**config.mk**
```make
export PLATFORM = sky130hd
export DESIGN_NAME = sha256_block_core_flat
export DESIGN_NICKNAME = d
export VERILOG_FILES = /design/src/rtl/sha256_block_core_if.sv /design/src/rtl/sha256_block_core.sv /design/src/flat_wrapper.sv
export SDC_FILE = /design/constraint.sdc
export NUM_CORES = 2
export LEC_CHECK = 0
export BUFFER_PORTS_ARGS = -buffer_cell sky130_fd_sc_hd__buf_2
export CORE_MARGIN = 2
export CORE_UTILIZATION = 35
export DETAILED_ROUTE_END_ITERATION = 12
export PLACE_DENSITY = 0.58
export SETUP_SLACK_MARGIN = 0.2
export SYNTH_ARGS = -nofsm -noshare
export SYNTH_HDL_FRONTEND = slang
export SYNTH_SLANG_ARGS = --single-unit
export TNS_END_PERCENT = 100
```
**constraint.sdc**
```tcl
create_clock -name clk -period 9.7 [get_ports clk]
set_input_delay 0.485 -clock clk [delete_from_list [all_inputs] [get_ports clk]]
set_output_delay 0.485 -clock clk [all_outputs]
set_load 0.01 [all_outputs]
```
**src/rtl/sha256_block_core_if.sv**
```systemverilog
// Block/digest handshake bundle for sha256_block_core: block offer on one side,
// chained digest on the other.
interface sha256_block_core_if;
  logic         in_valid;
  logic         in_ready;
  logic [511:0] in_block;
  logic         in_chain;
  logic [255:0] h_in;
  logic         out_valid;
  logic         out_ready;
  logic [255:0] digest;
  logic         busy;

  modport master (
    output in_valid, in_block, in_chain, h_in, out_ready,
    input  in_ready, out_valid, digest, busy
  );

  modport slave (
    input  in_valid, in_block, in_chain, h_in, out_ready,
    output in_ready, out_valid, digest, busy
  );
endinterface

```
**src/rtl/sha256_block_core.sv**
```systemverilog
// SHA-256 compression engine, ROUNDS_PER_CYCLE rounds per clock, internal chaining.
// Optional macro SHA256_BSWAP_EN byte-reverses each in_block word at acceptance.
module sha256_block_core #(
  parameter int unsigned ROUNDS_PER_CYCLE = 1
) (
  input  logic           clk,
  input  logic           reset_n,
  sha256_block_core_if.slave bus
);
  localparam int unsigned R = ROUNDS_PER_CYCLE;

  generate
    if (R != 1 && R != 2 && R != 4) begin : g_bad_rounds
      $error("sha256_block_core: ROUNDS_PER_CYCLE must be 1, 2 or 4");
    end
  endgenerate

  localparam logic [31:0] K [64] = '{
    32'h428a2f98, 32'h71374491, 32'hb5c0fbcf, 32'he9b5dba5, 32'h3956c25b, 32'h59f111f1, 32'h923f82a4, 32'hab1c5ed5,
    32'hd807aa98, 32'h12835b01, 32'h243185be, 32'h550c7dc3, 32'h72be5d74, 32'h80deb1fe, 32'h9bdc06a7, 32'hc19bf174,
    32'he49b69c1, 32'hefbe4786, 32'h0fc19dc6, 32'h240ca1cc, 32'h2de92c6f, 32'h4a7484aa, 32'h5cb0a9dc, 32'h76f988da,
    32'h983e5152, 32'ha831c66d, 32'hb00327c8, 32'hbf597fc7, 32'hc6e00bf3, 32'hd5a79147, 32'h06ca6351, 32'h14292967,
    32'h27b70a85, 32'h2e1b2138, 32'h4d2c6dfc, 32'h53380d13, 32'h650a7354, 32'h766a0abb, 32'h81c2c92e, 32'h92722c85,
    32'ha2bfe8a1, 32'ha81a664b, 32'hc24b8b70, 32'hc76c51a3, 32'hd192e819, 32'hd6990624, 32'hf40e3585, 32'h106aa070,
    32'h19a4c116, 32'h1e376c08, 32'h2748774c, 32'h34b0bcb5, 32'h391c0cb3, 32'h4ed8aa4a, 32'h5b9cca4f, 32'h682e6ff3,
    32'h748f82ee, 32'h78a5636f, 32'h84c87814, 32'h8cc70208, 32'h90befffa, 32'ha4506ceb, 32'hbef9a3f7, 32'hc67178f2
  };

  typedef enum logic [1:0] {S_IDLE, S_COMPUTE, S_FINAL, S_OUT} state_t;

  state_t       state, state_next;
  logic [6:0]   t;
  logic [31:0]  w   [16];
  logic [31:0]  v   [8];
  logic [31:0]  hb  [8];
  logic [31:0]  ext [16+R];
  logic [31:0]  rv  [8];
  logic [31:0]  t1, t2;
  logic [5:0]   kidx;
  logic [255:0] digest_q;

  function automatic logic [31:0] rotr(input logic [31:0] x, input int unsigned n);
    return (x >> n) | (x << (32 - n));
  endfunction

  function automatic logic [31:0] bsig0(input logic [31:0] x);
    return rotr(x, 2) ^ rotr(x, 13) ^ rotr(x, 22);
  endfunction

  function automatic logic [31:0] bsig1(input logic [31:0] x);
    return rotr(x, 6) ^ rotr(x, 11) ^ rotr(x, 25);
  endfunction

  function automatic logic [31:0] ssig0(input logic [31:0] x);
    return rotr(x, 7) ^ rotr(x, 18) ^ (x >> 3);
  endfunction

  function automatic logic [31:0] ssig1(input logic [31:0] x);
    return rotr(x, 17) ^ rotr(x, 19) ^ (x >> 10);
  endfunction

  function automatic logic [31:0] in_word(input logic [31:0] x);
`ifdef SHA256_BSWAP_EN
    return {x[7:0], x[15:8], x[23:16], x[31:24]};
`else
    return x;
`endif
  endfunction

  always_ff @(posedge clk or negedge reset_n) begin
    if (!reset_n) state <= S_IDLE;
    else          state <= state_next;
  end

  always_comb begin
    state_next = state;
    unique case (state)
      S_IDLE:    if (bus.in_valid) state_next = S_COMPUTE;
      S_COMPUTE: if (t == 7'(64 - R)) state_next = S_FINAL;
      S_FINAL:   state_next = S_OUT;
      S_OUT:     if (bus.out_ready) state_next = S_IDLE;
      default:   state_next = S_IDLE;
    endcase
  end

  // ext[0..15] is W[t..t+15]; ext[16..] extends the schedule so all R rounds see their word at ext[j].
  always_comb begin
    ext  = '{default: '0};
    rv   = v;
    t1   = '0;
    t2   = '0;
    kidx = '0;
    for (int unsigned i = 0; i < 16; i++) ext[i] = w[i];
    for (int unsigned i = 16; i < 16 + R; i++)
      ext[i] = ssig1(ext[i-2]) + ext[i-7] + ssig0(ext[i-15]) + ext[i-16];
    for (int unsigned j = 0; j < R; j++) begin
      kidx  = t[5:0] + 6'(j);
      t1    = rv[7] + bsig1(rv[4]) + ((rv[4] & rv[5]) ^ (~rv[4] & rv[6])) + K[kidx] + ext[j];
      t2    = bsig0(rv[0]) + ((rv[0] & rv[1]) ^ (rv[0] & rv[2]) ^ (rv[1] & rv[2]));
      rv[7] = rv[6];
      rv[6] = rv[5];
      rv[5] = rv[4];
      rv[4] = rv[3] + t1;
      rv[3] = rv[2];
      rv[2] = rv[1];
      rv[1] = rv[0];
      rv[0] = t1 + t2;
    end
  end

  always_ff @(posedge clk or negedge reset_n) begin
    if (!reset_n) begin
      t        <= '0;
      w        <= '{default: '0};
      v        <= '{default: '0};
      hb       <= '{default: '0};
      digest_q <= '0;
    end else begin
      unique case (state)
        S_IDLE: if (bus.in_valid) begin
          t <= '0;
          for (int unsigned i = 0; i < 16; i++) w[i] <= in_word(bus.in_block[511 - 32*i -: 32]);
          for (int unsigned i = 0; i < 8; i++) begin
            v[i]  <= bus.in_chain ? digest_q[255 - 32*i -: 32] : bus.h_in[255 - 32*i -: 32];
            hb[i] <= bus.in_chain ? digest_q[255 - 32*i -: 32] : bus.h_in[255 - 32*i -: 32];
          end
        end
        S_COMPUTE: begin
          t <= t + 7'(R);
          v <= rv;
          for (int unsigned i = 0; i < 16; i++) w[i] <= ext[i + R];
        end
        // digest_q doubles as the chaining register for the next in_chain=1 block.
        S_FINAL: for (int unsigned i = 0; i < 8; i++) digest_q[255 - 32*i -: 32] <= v[i] + hb[i];
        default: ;
      endcase
    end
  end

  assign bus.in_ready  = (state == S_IDLE);
  assign bus.out_valid = (state == S_OUT);
  assign bus.busy      = (state != S_IDLE);
  assign bus.digest    = digest_q;
endmodule

```
**src/flat_wrapper.sv**
```systemverilog
// flat-port wrapper written by rule: the top's interface ports become plain ports
module sha256_block_core_flat 
#(
  parameter int unsigned ROUNDS_PER_CYCLE = 1
)
  (clk, reset_n, bus_in_valid, bus_in_block, bus_in_chain, bus_h_in, bus_out_ready, bus_in_ready, bus_out_valid, bus_digest, bus_busy);
  sha256_block_core_if bus_i ();
  input  logic clk;
  input  logic reset_n;
  input wire logic [$bits(bus_i.in_valid)-1:0] bus_in_valid;
  input wire logic [$bits(bus_i.in_block)-1:0] bus_in_block;
  input wire logic [$bits(bus_i.in_chain)-1:0] bus_in_chain;
  input wire logic [$bits(bus_i.h_in)-1:0] bus_h_in;
  input wire logic [$bits(bus_i.out_ready)-1:0] bus_out_ready;
  output wire logic [$bits(bus_i.in_ready)-1:0] bus_in_ready;
  output wire logic [$bits(bus_i.out_valid)-1:0] bus_out_valid;
  output wire logic [$bits(bus_i.digest)-1:0] bus_digest;
  output wire logic [$bits(bus_i.busy)-1:0] bus_busy;
  assign bus_i.in_valid = bus_in_valid;
  assign bus_i.in_block = bus_in_block;
  assign bus_i.in_chain = bus_in_chain;
  assign bus_i.h_in = bus_h_in;
  assign bus_i.out_ready = bus_out_ready;
  assign bus_in_ready = bus_i.in_ready;
  assign bus_out_valid = bus_i.out_valid;
  assign bus_digest = bus_i.digest;
  assign bus_busy = bus_i.busy;
  sha256_block_core #(.ROUNDS_PER_CYCLE(ROUNDS_PER_CYCLE)) u_core (.clk(clk), .reset_n(reset_n), .bus(bus_i));
endmodule
```
==> metrics.txt <==
Via Count 74.49k; Synth Cell Area ~0.084 sq mm; die width a little under 500 um; initial core utilization 0.3524; cell mode on critical path fa_1; Setup CP Type reg -> reg; total wire length 376500 um; RSZ-0062 raised after global routing false; Startpoint Class register; routed wire length per instance approximately 28 um; Detailed Place HPWL a little under 300000 um; antenna violations before repair ~100; outcome complete, no violations; drt pass-1 iters 6; fin crit share 0.9438; latest clock arrival within the worst-skew pair between 800 and 900 ps; CP Capture Type register; share of the synthesized area in the top cell type 0.3845; total gr overflow 0; first-pass GRT wire length approximately 530000 um; Nets 11.71k; filler instances 23.36k; ratio of cells with drive above 1 in the final layout 0.1597; maximum capacitance violations 0; Max FO, Critical Path 22; die area about 0.24 sq mm; setup total negative slack 0 ps; crit-path max cell delay 600 ps; Worst Tran Pin Value 1178 ps; Vias/cell around 5.4; routability cong. about 0.97; fmax 0.1092 GHz; Synth Warn # 0; post-synth top area cell dfrtp_1; Post-synth ARST share 1.000; min Tclk post-route about 9200 ps; endpoints failing hold 0; Boundary Pins 1032; Total Routing Usage GR 0.3013; Required @ worst endpoint roughly 10000 ps; clock tree buffer depth 3; most frequent cell after synthesis nor2_1; syn avg cell area a little over 9 sq um; dominant cells by area after synthesis dfrtp_1 38%, mux2i_1 9.5%, nor2_1 6.6%; syn_nets 10.46k; Worst-path clk slew about 60 ps; FF-to-FF path depth 35; EDFF count, synth 0; Iter 0 DRT Violations approximately 6.7k; vias in the first global route ~73k; Root Driver clkbuf_16; Synth cell types 88; core area roughly 0.24 sq mm; P&R area growth vs syn 22.73%; Routed Antenna Nets 0; Die Ht a little under 500 um; DRC errors left 0; top cells by count, synth 1468 x nor2_1, 1289 x dfrtp_1, 1059 x a21oi_1, 798 x mux2i_1, 566 x nand2_1; # rows roughly 180; Layout Skew just under 70 ps; largest net degree at the start of global routing approximately 250; Hold Crit Class in -> reg; slowest library cell on the worst path mux4_2; Synth Register Bits 1289; TritonCTS buffer count about 160; CTS tree yes; Pins Over Slew Limit 0; Synth Instances 9088; relative max-transition margin 0.1946; Top FF cell, synth dfrtp_1; Setup violations, final 0; post-CTS setup buffer count 0; Critical Path AT ~9800 ps; IO Port Bufs approximately 1.0k; Hold Path Stages 3; Seq/Total Area, Yosys 0.3845; H-tree depth 4; CTS Sinks ~1.3k
[path summary, 6_finish.rpt]
kind,start,to,slack [ps]
setup / recovery,u_core.t[0],u_core.rv[223],550
max in group asynchronous,reset_n,u_core.ext[386],7000
setup reg to reg,u_core.t[0],u_core.rv[223],550
min in group asynchronous,reset_n,u_core.ext[158],300
hold reg to reg,u_core.ext[43],u_core.ext[43],480
hold / removal,bus_in_block[37],u_core.ext[69],40
[metrics by stage]
step | hold WS [ps] | setup slack (ps) | utilization | cell area, sq um | instances
floorplan | 189.4 | 937.3 | - | 83890 | 9088
global placement | 460.8 | 190.1 | 0.3866 | 92040 | 12820
detailed placement | 470.8 | 287.4 | 0.3866 | 92040 | 12820
CTS | 0.06273 | 248.4 | 0.4314 | 102700 | 13630
global route | 28.28 | 205.5 | 0.4324 | 102900 | 13680
finish | 35.05 | 545.5 | 0.4325 | 103000 | 13690
[repair_timing]
item | in CTS | in global routing
endpoints found under the setup margin | 0 | 7
endpoints found under the hold margin | 675 | 0
hold buffers | 536 | 0
resized for setup | 0 | 28
[worst max-delay path: cells and delay by family (launching register included)]
kind            cells  cell delay (ps)
simple gates        4              530
mux                 2              850
buf+inv             4              650
compound gates     16             3270
xor+xnor            1              150
flops               1              350
fa+ha+maj           8             3200
[routing by layer]
metal | vias to the layer above | track usage | routed length, um
met1 | 36830 | 0.4054 | 162200
met4 | 28 | 0.1301 | 19150
met2 | 2870 | 0.4767 | 169800
li1 | 34140 | - | -
met5 | - | 0 | 173
met3 | 617 | 0.05069 | 25230
[logic make-up after synthesis]
logic type / share of synthesized area
DFF: 0.3845
adders and majority gates: 0.1091
xor gates and xnor gates: 0.06051
buffers and inverters: 0.03835
AOI/OAI and AO/OA: 0.1653
muxes: 0.1234
and+or+nand+nor: 0.1188
[state kept, by name (all words and copies together), names as in the netlist]
signal             flops
u_core.state           2
u_core.hb            256
u_core.bus.digest    256
u_core.t               7
u_core.ext           512
u_core.rv            192
u_core.v              64
[layout make-up]
class / count / area, sq um / area share
Multi-Input combinational cell: 6942 / 48600 / 0.4720
Sequential cell: 1289 / 32260 / 0.3134
Timing Repair Buffer: 1683 / 11660 / 0.1132
Clock buffer: 228 / 4544 / 0.04414
Tap cell: 3167 / 3963 / 0.03849
Inverter: 275 / 1041 / 0.01011
Clock inverter: 49 / 753.2 / 0.007316
Antenna cell: 55 / 137.6 / 0.001337
[layout by cell type (no fill, tap or decap), types with 54 or more instances in the layout]
| cell | synthesis | routed |
|---|---|---|
| a21o_1 | 214 | 214 |
| a21oi_1 | 1059 | 1057 |
| a31oi_1 | 60 | 60 |
| buf_2 | 0 | 1029 |
| buf_4 | 0 | 97 |
| clkbuf_16 | 0 | 156 |
| dfrtp_1 | 1289 | 1286 |
| diode_2 | 0 | 55 |
| dlygate4sd3_1 | 0 | 536 |
| fa_1 | 195 | 195 |
| ha_1 | 399 | 390 |
| inv_1 | 271 | 269 |
| mux2_2 | 191 | 191 |
| mux2i_1 | 798 | 798 |
| nand2_1 | 566 | 564 |
| nand2b_1 | 55 | 54 |
| nand3_1 | 83 | 83 |
| nor2_1 | 1468 | 1467 |
| nor3_1 | 60 | 60 |
| o21a_1 | 78 | 78 |
| o21ai_0 | 493 | 490 |
| xnor2_1 | 439 | 438 |
| xor2_1 | 138 | 138 |
Power is left out: the tool's default activity adds up to more than one toggle a clock period on the data nets, which glitch-free logic cannot reach.
